`config.mk`:
```
export PLATFORM = sky130hd
export DESIGN_NAME = mem_arbiter
export DESIGN_NICKNAME = d
export VERILOG_FILES = /design/src/rtl/mem_arb_pkg.sv /design/src/rtl/rr_pick2.sv /design/src/rtl/mem_arbiter.sv
export SDC_FILE = /design/constraint.sdc
export NUM_CORES = 1
export LEC_CHECK = 0
export ABC_AREA = 1
export BUFFER_PORTS_ARGS = -buffer_cell sky130_fd_sc_hd__buf_4
export CAP_MARGIN = 40
export CORE_AREA = 2 2 351 353
export CTS_BUF_LIST = sky130_fd_sc_hd__clkbuf_2
export DETAILED_ROUTE_END_ITERATION = 12
export DIE_AREA = 0 0 353 355
export PLACE_DENSITY_LB_ADDON = 0.1
export SYNTH_ARGS = -nofsm -noshare
export SYNTH_HDL_FRONTEND = slang
export SYNTH_HIERARCHICAL = 1
export SYNTH_SLANG_ARGS = --single-unit
```
`constraint.sdc`:
```
create_clock -name clk -period 2.42 [get_ports clk]
set_clock_uncertainty 0.15 [all_clocks]
set_input_delay 0.484 -clock clk [delete_from_list [all_inputs] [get_ports clk]]
set_output_delay 0.484 -clock clk [all_outputs]
set_load 0.01 [all_outputs]
```
`src/rtl/mem_arb_pkg.sv`:
```
// mem_arb_pkg: shared types and defaults for the slow_memory arbiter.
package mem_arb_pkg;
  typedef enum logic [1:0] {IDLE, BUSY, RELEASE} state_t;
  typedef enum logic {OWN_I = 1'b0, OWN_D = 1'b1} owner_t;
  localparam int ADDR_W_DEF = 28;
  localparam int DATA_W_DEF = 128;
endpackage

```
`src/rtl/rr_pick2.sv`:
```
// rr_pick2: two-requester round-robin / fixed-priority owner chooser.
module rr_pick2 import mem_arb_pkg::*; (
  input  logic   req_i,
  input  logic   req_d,
  input  owner_t last_owner,
  input  logic   fixed_prio,
  output owner_t owner,
  output logic   valid
);
  assign valid = req_i | req_d;
  always_comb owner = fixed_prio ? (req_d ? OWN_D : OWN_I) :
                      (req_i && req_d) ? (last_owner == OWN_D ? OWN_I : OWN_D) :
                      (req_d ? OWN_D : OWN_I);
endmodule

```
`src/rtl/mem_arbiter.sv`:
```
// mem_arbiter: shares one slow_memory line port between I_cache and D_cache,
// holding each grant until mem_ready and counting completed transactions.
module mem_arbiter import mem_arb_pkg::*; #(
  parameter int ADDR_W     = ADDR_W_DEF,
  parameter int DATA_W     = DATA_W_DEF,
  parameter int FIXED_PRIO = 0,
  parameter int CNT_W      = 16
) (
  input  logic              clk,
  input  logic              rst,
  input  logic              i_read,
  input  logic              i_write,
  input  logic [ADDR_W-1:0] i_addr,
  input  logic [DATA_W-1:0] i_wdata,
  output logic [DATA_W-1:0] i_rdata,
  output logic              i_ready,
  input  logic              d_read,
  input  logic              d_write,
  input  logic [ADDR_W-1:0] d_addr,
  input  logic [DATA_W-1:0] d_wdata,
  output logic [DATA_W-1:0] d_rdata,
  output logic              d_ready,
  output logic              mem_read,
  output logic              mem_write,
  output logic [ADDR_W-1:0] mem_addr,
  output logic [DATA_W-1:0] mem_wdata,
  input  logic [DATA_W-1:0] mem_rdata,
  input  logic              mem_ready,
  output logic [CNT_W-1:0]  grant_cnt_i,
  output logic [CNT_W-1:0]  grant_cnt_d
);
  state_t            state_q, state_d;
  owner_t            owner_q, owner_d, last_q, last_d, pick_owner;
  logic              pick_valid;
  logic              rd_q, rd_d, wr_q, wr_d;
  logic [ADDR_W-1:0] addr_q, addr_d;
  logic [DATA_W-1:0] wdata_q, wdata_d;
  logic [CNT_W-1:0]  cnt_i_q, cnt_i_d, cnt_d_q, cnt_d_d;

  rr_pick2 u_pick (
    .req_i      (i_read | i_write),
    .req_d      (d_read | d_write),
    .last_owner (last_q),
    .fixed_prio (FIXED_PRIO != 0),
    .owner      (pick_owner),
    .valid      (pick_valid)
  );

  always_comb begin
    state_d = state_q;
    owner_d = owner_q;
    last_d  = last_q;
    rd_d    = rd_q;
    wr_d    = wr_q;
    addr_d  = addr_q;
    wdata_d = wdata_q;
    cnt_i_d = cnt_i_q;
    cnt_d_d = cnt_d_q;
    unique case (state_q)
      IDLE: if (pick_valid) begin
        state_d = BUSY;
        owner_d = pick_owner;
        // a simultaneous read+write forwards only the write
        wr_d    = pick_owner == OWN_D ? d_write : i_write;
        rd_d    = (pick_owner == OWN_D ? d_read : i_read) & ~wr_d;
        addr_d  = pick_owner == OWN_D ? d_addr : i_addr;
        wdata_d = pick_owner == OWN_D ? d_wdata : i_wdata;
      end
      BUSY: if (mem_ready) begin
        state_d = RELEASE;
        rd_d    = 1'b0;
        wr_d    = 1'b0;
        last_d  = owner_q;
        cnt_i_d = owner_q == OWN_I ? cnt_i_q + {{(CNT_W-1){1'b0}}, ~&cnt_i_q} : cnt_i_q;
        cnt_d_d = owner_q == OWN_D ? cnt_d_q + {{(CNT_W-1){1'b0}}, ~&cnt_d_q} : cnt_d_q;
      end
      RELEASE: state_d = IDLE;
      default: state_d = IDLE;
    endcase
  end

  always_ff @(posedge clk) begin
    if (rst) begin
      state_q <= IDLE;
      owner_q <= OWN_I;
      last_q  <= OWN_D;
      rd_q    <= 1'b0;
      wr_q    <= 1'b0;
      addr_q  <= '0;
      wdata_q <= '0;
      cnt_i_q <= '0;
      cnt_d_q <= '0;
    end else begin
      state_q <= state_d;
      owner_q <= owner_d;
      last_q  <= last_d;
      rd_q    <= rd_d;
      wr_q    <= wr_d;
      addr_q  <= addr_d;
      wdata_q <= wdata_d;
      cnt_i_q <= cnt_i_d;
      cnt_d_q <= cnt_d_d;
    end
  end

  assign mem_read    = rd_q;
  assign mem_write   = wr_q;
  assign mem_addr    = addr_q;
  assign mem_wdata   = wdata_q;
  assign i_ready     = mem_ready && state_q == BUSY && owner_q == OWN_I;
  assign d_ready     = mem_ready && state_q == BUSY && owner_q == OWN_D;
  assign i_rdata     = mem_rdata;
  assign d_rdata     = mem_rdata;
  assign grant_cnt_i = cnt_i_q;
  assign grant_cnt_d = cnt_d_q;
endmodule
```
==> impl_metrics.env, run 1 <==
export IMPL_cts_sinks=194
export IMPL_cts_buffer_depth=2
export IMPL_synthArstFlopShare=0
export IMPL_synth_seq_cells=194
export IMPL_dp_hpwl_mm=42.9
export IMPL_root_buffer="clkbuf_2"
export IMPL_pre_cts_ws_ns=-0.0727
export IMPL_initial_core_util=0.0932
export IMPL_cts_resized=432
export IMPL_syn_nets=2193
export IMPL_place_area_sq_um=15500
export IMPL_place_gp_congestion=0.769
export IMPL_haltStage="clock tree synthesis (4_1_cts)"
export IMPL_outcome="aborted with a tool error"
export IMPL_yosys_area_top_type="dfxtp_1"
export IMPL_synth_most_common_cell="nand2_1"
export IMPL_avgSynthCellArea_sq_um=6.50
export IMPL_fp_dieW_um=353
export IMPL_numCtsBuffers=17
export IMPL_post_cts_setup_buffers=49
export IMPL_firstError="[ERROR RSZ-0060] Max buffer count reached."
export IMPL_synth_edf_count=0
export IMPL_die_h_um=355
export IMPL_synth_cell_types=29
export IMPL_io_buffers=510
export IMPL_synthTopCellsByCount="535 x nand2_1, 258 x buf_4, 194 x dfxtp_1"
export IMPL_htreeDepth=4
export IMPL_ys_seq_area_frac=0.343
export IMPL_syn_inst=1741
export IMPL_synth_top_area_share=0.343
export IMPL_ioPinCount=895
export IMPL_cts_hold_buf=732
export IMPL_place_inst=3586
export IMPL_yosys_warnings=6
export IMPL_row_count=128
export IMPL_ys_top_cells_by_area="dfxtp_1 34%, nand2_1 18%, buf_4 17%"
export IMPL_syn_area_sq_um=11300
export IMPL_synthFlopType="dfxtp_1"
through the flow:
| stage | setup TNS (ns) | util |
|---|---|---|
| detailed placement | -0.468 | 0.128 |
| global placement | -0.407 | 0.128 |
| floorplan | 0 | - |
cells by family after synthesis:
| group | after synthesis | synth area share |
|---|---|---|
| AOI/OAI and AO/OA | 340 | 0.151 |
| xor gates and xnor gates | 4 | 0.00309 |
| adders and majority gates | 5 | 0.00553 |
| buffers and inverters | 538 | 0.269 |
| DFF | 194 | 0.343 |
| other | 1 | 0.000331 |
| and+or+nand+nor | 659 | 0.228 |
==> run 2, diff against run 1 <==
--- a/config.mk
+++ b/config.mk
@@ -8,11 +8,10 @@
 export ABC_AREA = 1
 export BUFFER_PORTS_ARGS = -buffer_cell sky130_fd_sc_hd__buf_4
 export CAP_MARGIN = 40
-export CORE_AREA = 2 2 351 353
-export CTS_BUF_LIST = sky130_fd_sc_hd__clkbuf_2
+export CORE_AREA = 2 2 345 347
 export DETAILED_ROUTE_END_ITERATION = 12
-export DIE_AREA = 0 0 353 355
-export PLACE_DENSITY_LB_ADDON = 0.1
+export DIE_AREA = 0 0 347 349
+export PLACE_DENSITY_LB_ADDON = 0.15
 export SYNTH_ARGS = -nofsm -noshare
 export SYNTH_HDL_FRONTEND = slang
 export SYNTH_HIERARCHICAL = 1
==> run 2 against run 1 <==
Net effect: the flow now finishes without violations; synthesized cell count is the same; synthesized area is the same.
==> impl_metrics.env, run 2 <==
export IMPL_post_cts_setup_buffers=0
export IMPL_vias_per_cell=3.13
export IMPL_power_internal_mw=6.11
export IMPL_synth_edf_count=0
export IMPL_start_kind="flip-flop"
export IMPL_routed_wl_mm=54.7
export IMPL_worstPathMaxFanout=11
export IMPL_max_stage_delay_ns=0.43
export IMPL_drv_cap=0
export IMPL_timing_final_crit_share=0.922
export IMPL_synthArstFlopShare=0
export IMPL_initial_core_util=0.0964
export IMPL_drive_gt1_frac=0.317
export IMPL_fp_dieW_um=347
export IMPL_critPathKind="reg -> out"
export IMPL_routedWlPerCell_um=15.4
export IMPL_drt_iter0_drc=385
export IMPL_leakage_nw=7.55
export IMPL_rsz0062_at_grt="no"
export IMPL_crit_arrival_ns=1.60
export IMPL_crit_slowest_cell="dfxtp_1"
export IMPL_setup_viol=0
export IMPL_drtAntennaViolNets=0
export IMPL_nets=2463
export IMPL_ioPinCount=895
export IMPL_cts_sinks=194
export IMPL_synth_cell_types=29
export IMPL_worstPathRequired_ns=1.79
export IMPL_period_minus_slack_ns=2.23
export IMPL_final_common_cell="buf_4"
export IMPL_cts_resized=1
export IMPL_layout_common_cells="579 x buf_4, 535 x nand2_1, 194 x dfxtp_1"
export IMPL_row_count=126
export IMPL_finalNonFillerCells=3562
export IMPL_max_freq_mhz=448
export IMPL_vias=11141
export IMPL_drv_slew=0
export IMPL_syn_inst=1741
export IMPL_place_inst=3528
export IMPL_die_h_um=349
export IMPL_syn_nets=2193
export IMPL_synthFlopType="dfxtp_1"
export IMPL_yosys_area_top_type="dfxtp_1"
export IMPL_synth_seq_cells=194
export IMPL_place_gp_congestion=0.732
export IMPL_first_pass_iters=4
export IMPL_grt_total_usage=0.0874
export IMPL_tns_ns=0
export IMPL_ir_worst_vdd_v=0.000563
export IMPL_avgSynthCellArea_sq_um=6.50
export IMPL_grt_max_degree=50
export IMPL_dp_hpwl_mm=43.4
export IMPL_r2r_cells=10
export IMPL_htreeDepth=4
export IMPL_seqPwrFrac=0.389
export IMPL_power_mw=9.32
export IMPL_largest_reg_flops=128
export IMPL_p_per_area_nw_per_um2=572
export IMPL_drc=0
export IMPL_area_growth_pct=43.8
export IMPL_cts_tree="yes"
export IMPL_cp_cell_sequence="nand3_2 -> nor2_2 -> buf_12 -> buf_4"
export IMPL_hold_path_class="in -> reg"
export IMPL_grt_pass1_wl_mm=76.7
export IMPL_cts_buffer_depth=2
export IMPL_clkSlewWorstSetupHoldPaths_ns=0.10
export IMPL_numCtsBuffers=17
export IMPL_ys_top_cells_by_area="dfxtp_1 34%, nand2_1 18%, buf_4 17%"
export IMPL_grt_pass1_vias=11167
export IMPL_outcome="finished clean"
export IMPL_root_buffer="clkbuf_16"
export IMPL_synthTopCellsByCount="535 x nand2_1, 258 x buf_4, 194 x dfxtp_1"
export IMPL_io_buffers=510
export IMPL_gr_total_overflow=0
export IMPL_ys_seq_area_frac=0.343
export IMPL_yosys_warnings=6
export IMPL_crit_path_end_kind="output port"
export IMPL_coreArea_sq_um=117000
export IMPL_p_sw_mw=3.21
export IMPL_combPwrFrac=0.269
export IMPL_synth_most_common_cell="nand2_1"
export IMPL_cts_hold_buf=0
export IMPL_synth_top_area_share=0.343
export IMPL_clkPwrFrac=0.342
export IMPL_syn_area_sq_um=11300
export IMPL_final_hold_viol_count=0
export IMPL_clock_latency_ns=0.51
export IMPL_antenna_found_initial=6
export IMPL_swShare=0.344
export IMPL_die_area_sq_um=121000
export IMPL_holdPathStages=5
[run 2: final timing paths]
kind / slack [ns] / startpoint / end
max: 0.19 / state_q[0] / i_ready
min: 0.17 / i_wdata[25] / mem_wdata[25]
max reg2reg: 0.28 / grant_cnt_i[14] / grant_cnt_i[6]
min reg2reg: 0.32 / mem_wdata[30] / mem_wdata[30]
[run 2: layout make-up]
class	count	area, sq um
clock buffer	17	425
fill	13743	101000
tap	1536	1920
sequential	194	3880
multi-input combinational	1009	4420
timing repair buffer	598	4720
clock inverter	15	169
inverter	191	729
antenna	2	5.00
[run 2: power groups by stage]
stage | Clock (mW) | Combinational, mW | Sequential (mW)
after floorplan | 0 | 1.35 | 3.79
after global placement | 0 | 2.63 | 3.70
after detailed placement | 0 | 2.60 | 3.70
after CTS | 3.44 | 2.61 | 3.63
after global routing | 3.52 | 2.81 | 3.66
final | 3.19 | 2.51 | 3.62
[run 2: metrics by stage]
stage | area, sq um | utilization | hold WS [ns] | setup WS [ns]
after floorplan | 11300 | - | 0.280 | 0.441
after global placement | 15700 | 0.133 | 0.305 | 0.0219
after detailed placement | 15700 | 0.133 | 0.304 | 0.0237
after CTS | 16300 | 0.138 | 0.103 | 0.00687
after global routing | 16300 | 0.139 | 0.141 | 0.0331
final | 16300 | 0.139 | 0.173 | 0.189
[run 2: layer usage]
layer / global-route usage / wire length [um] / vias to the layer above
li1: - / - / 5678
met1: 0.0960 / 21700 / 4870
met2: 0.138 / 25000 / 449
met3: 0.0467 / 5800 / 136
met4: 0.0406 / 2030 / 8
met5: 0.00360 / 102 / -
[run 2: kinds of logic (layout without fill, tap and decap cells)]
logic type / Yosys count / after routing / synth area share
buffers and inverters: 538 / 821 / 0.269
AND/OR/NAND/NOR: 659 / 659 / 0.228
adder cells (fa/ha/maj): 5 / 5 / 0.00553
XOR/XNOR: 4 / 4 / 0.00309
other: 1 / 3 / 0.000331
flip-flops: 194 / 194 / 0.343
AO/OA/AOI/OAI: 340 / 340 / 0.151
[run 2: worst max-delay path: cells and delay by family, from the launching register on]
family / cells / cell delay [ns]
flops: 1 / 0.43
simple gates: 2 / 0.38
buf+inv: 2 / 0.28
Note: power is estimated with default switching activity, not from simulation.
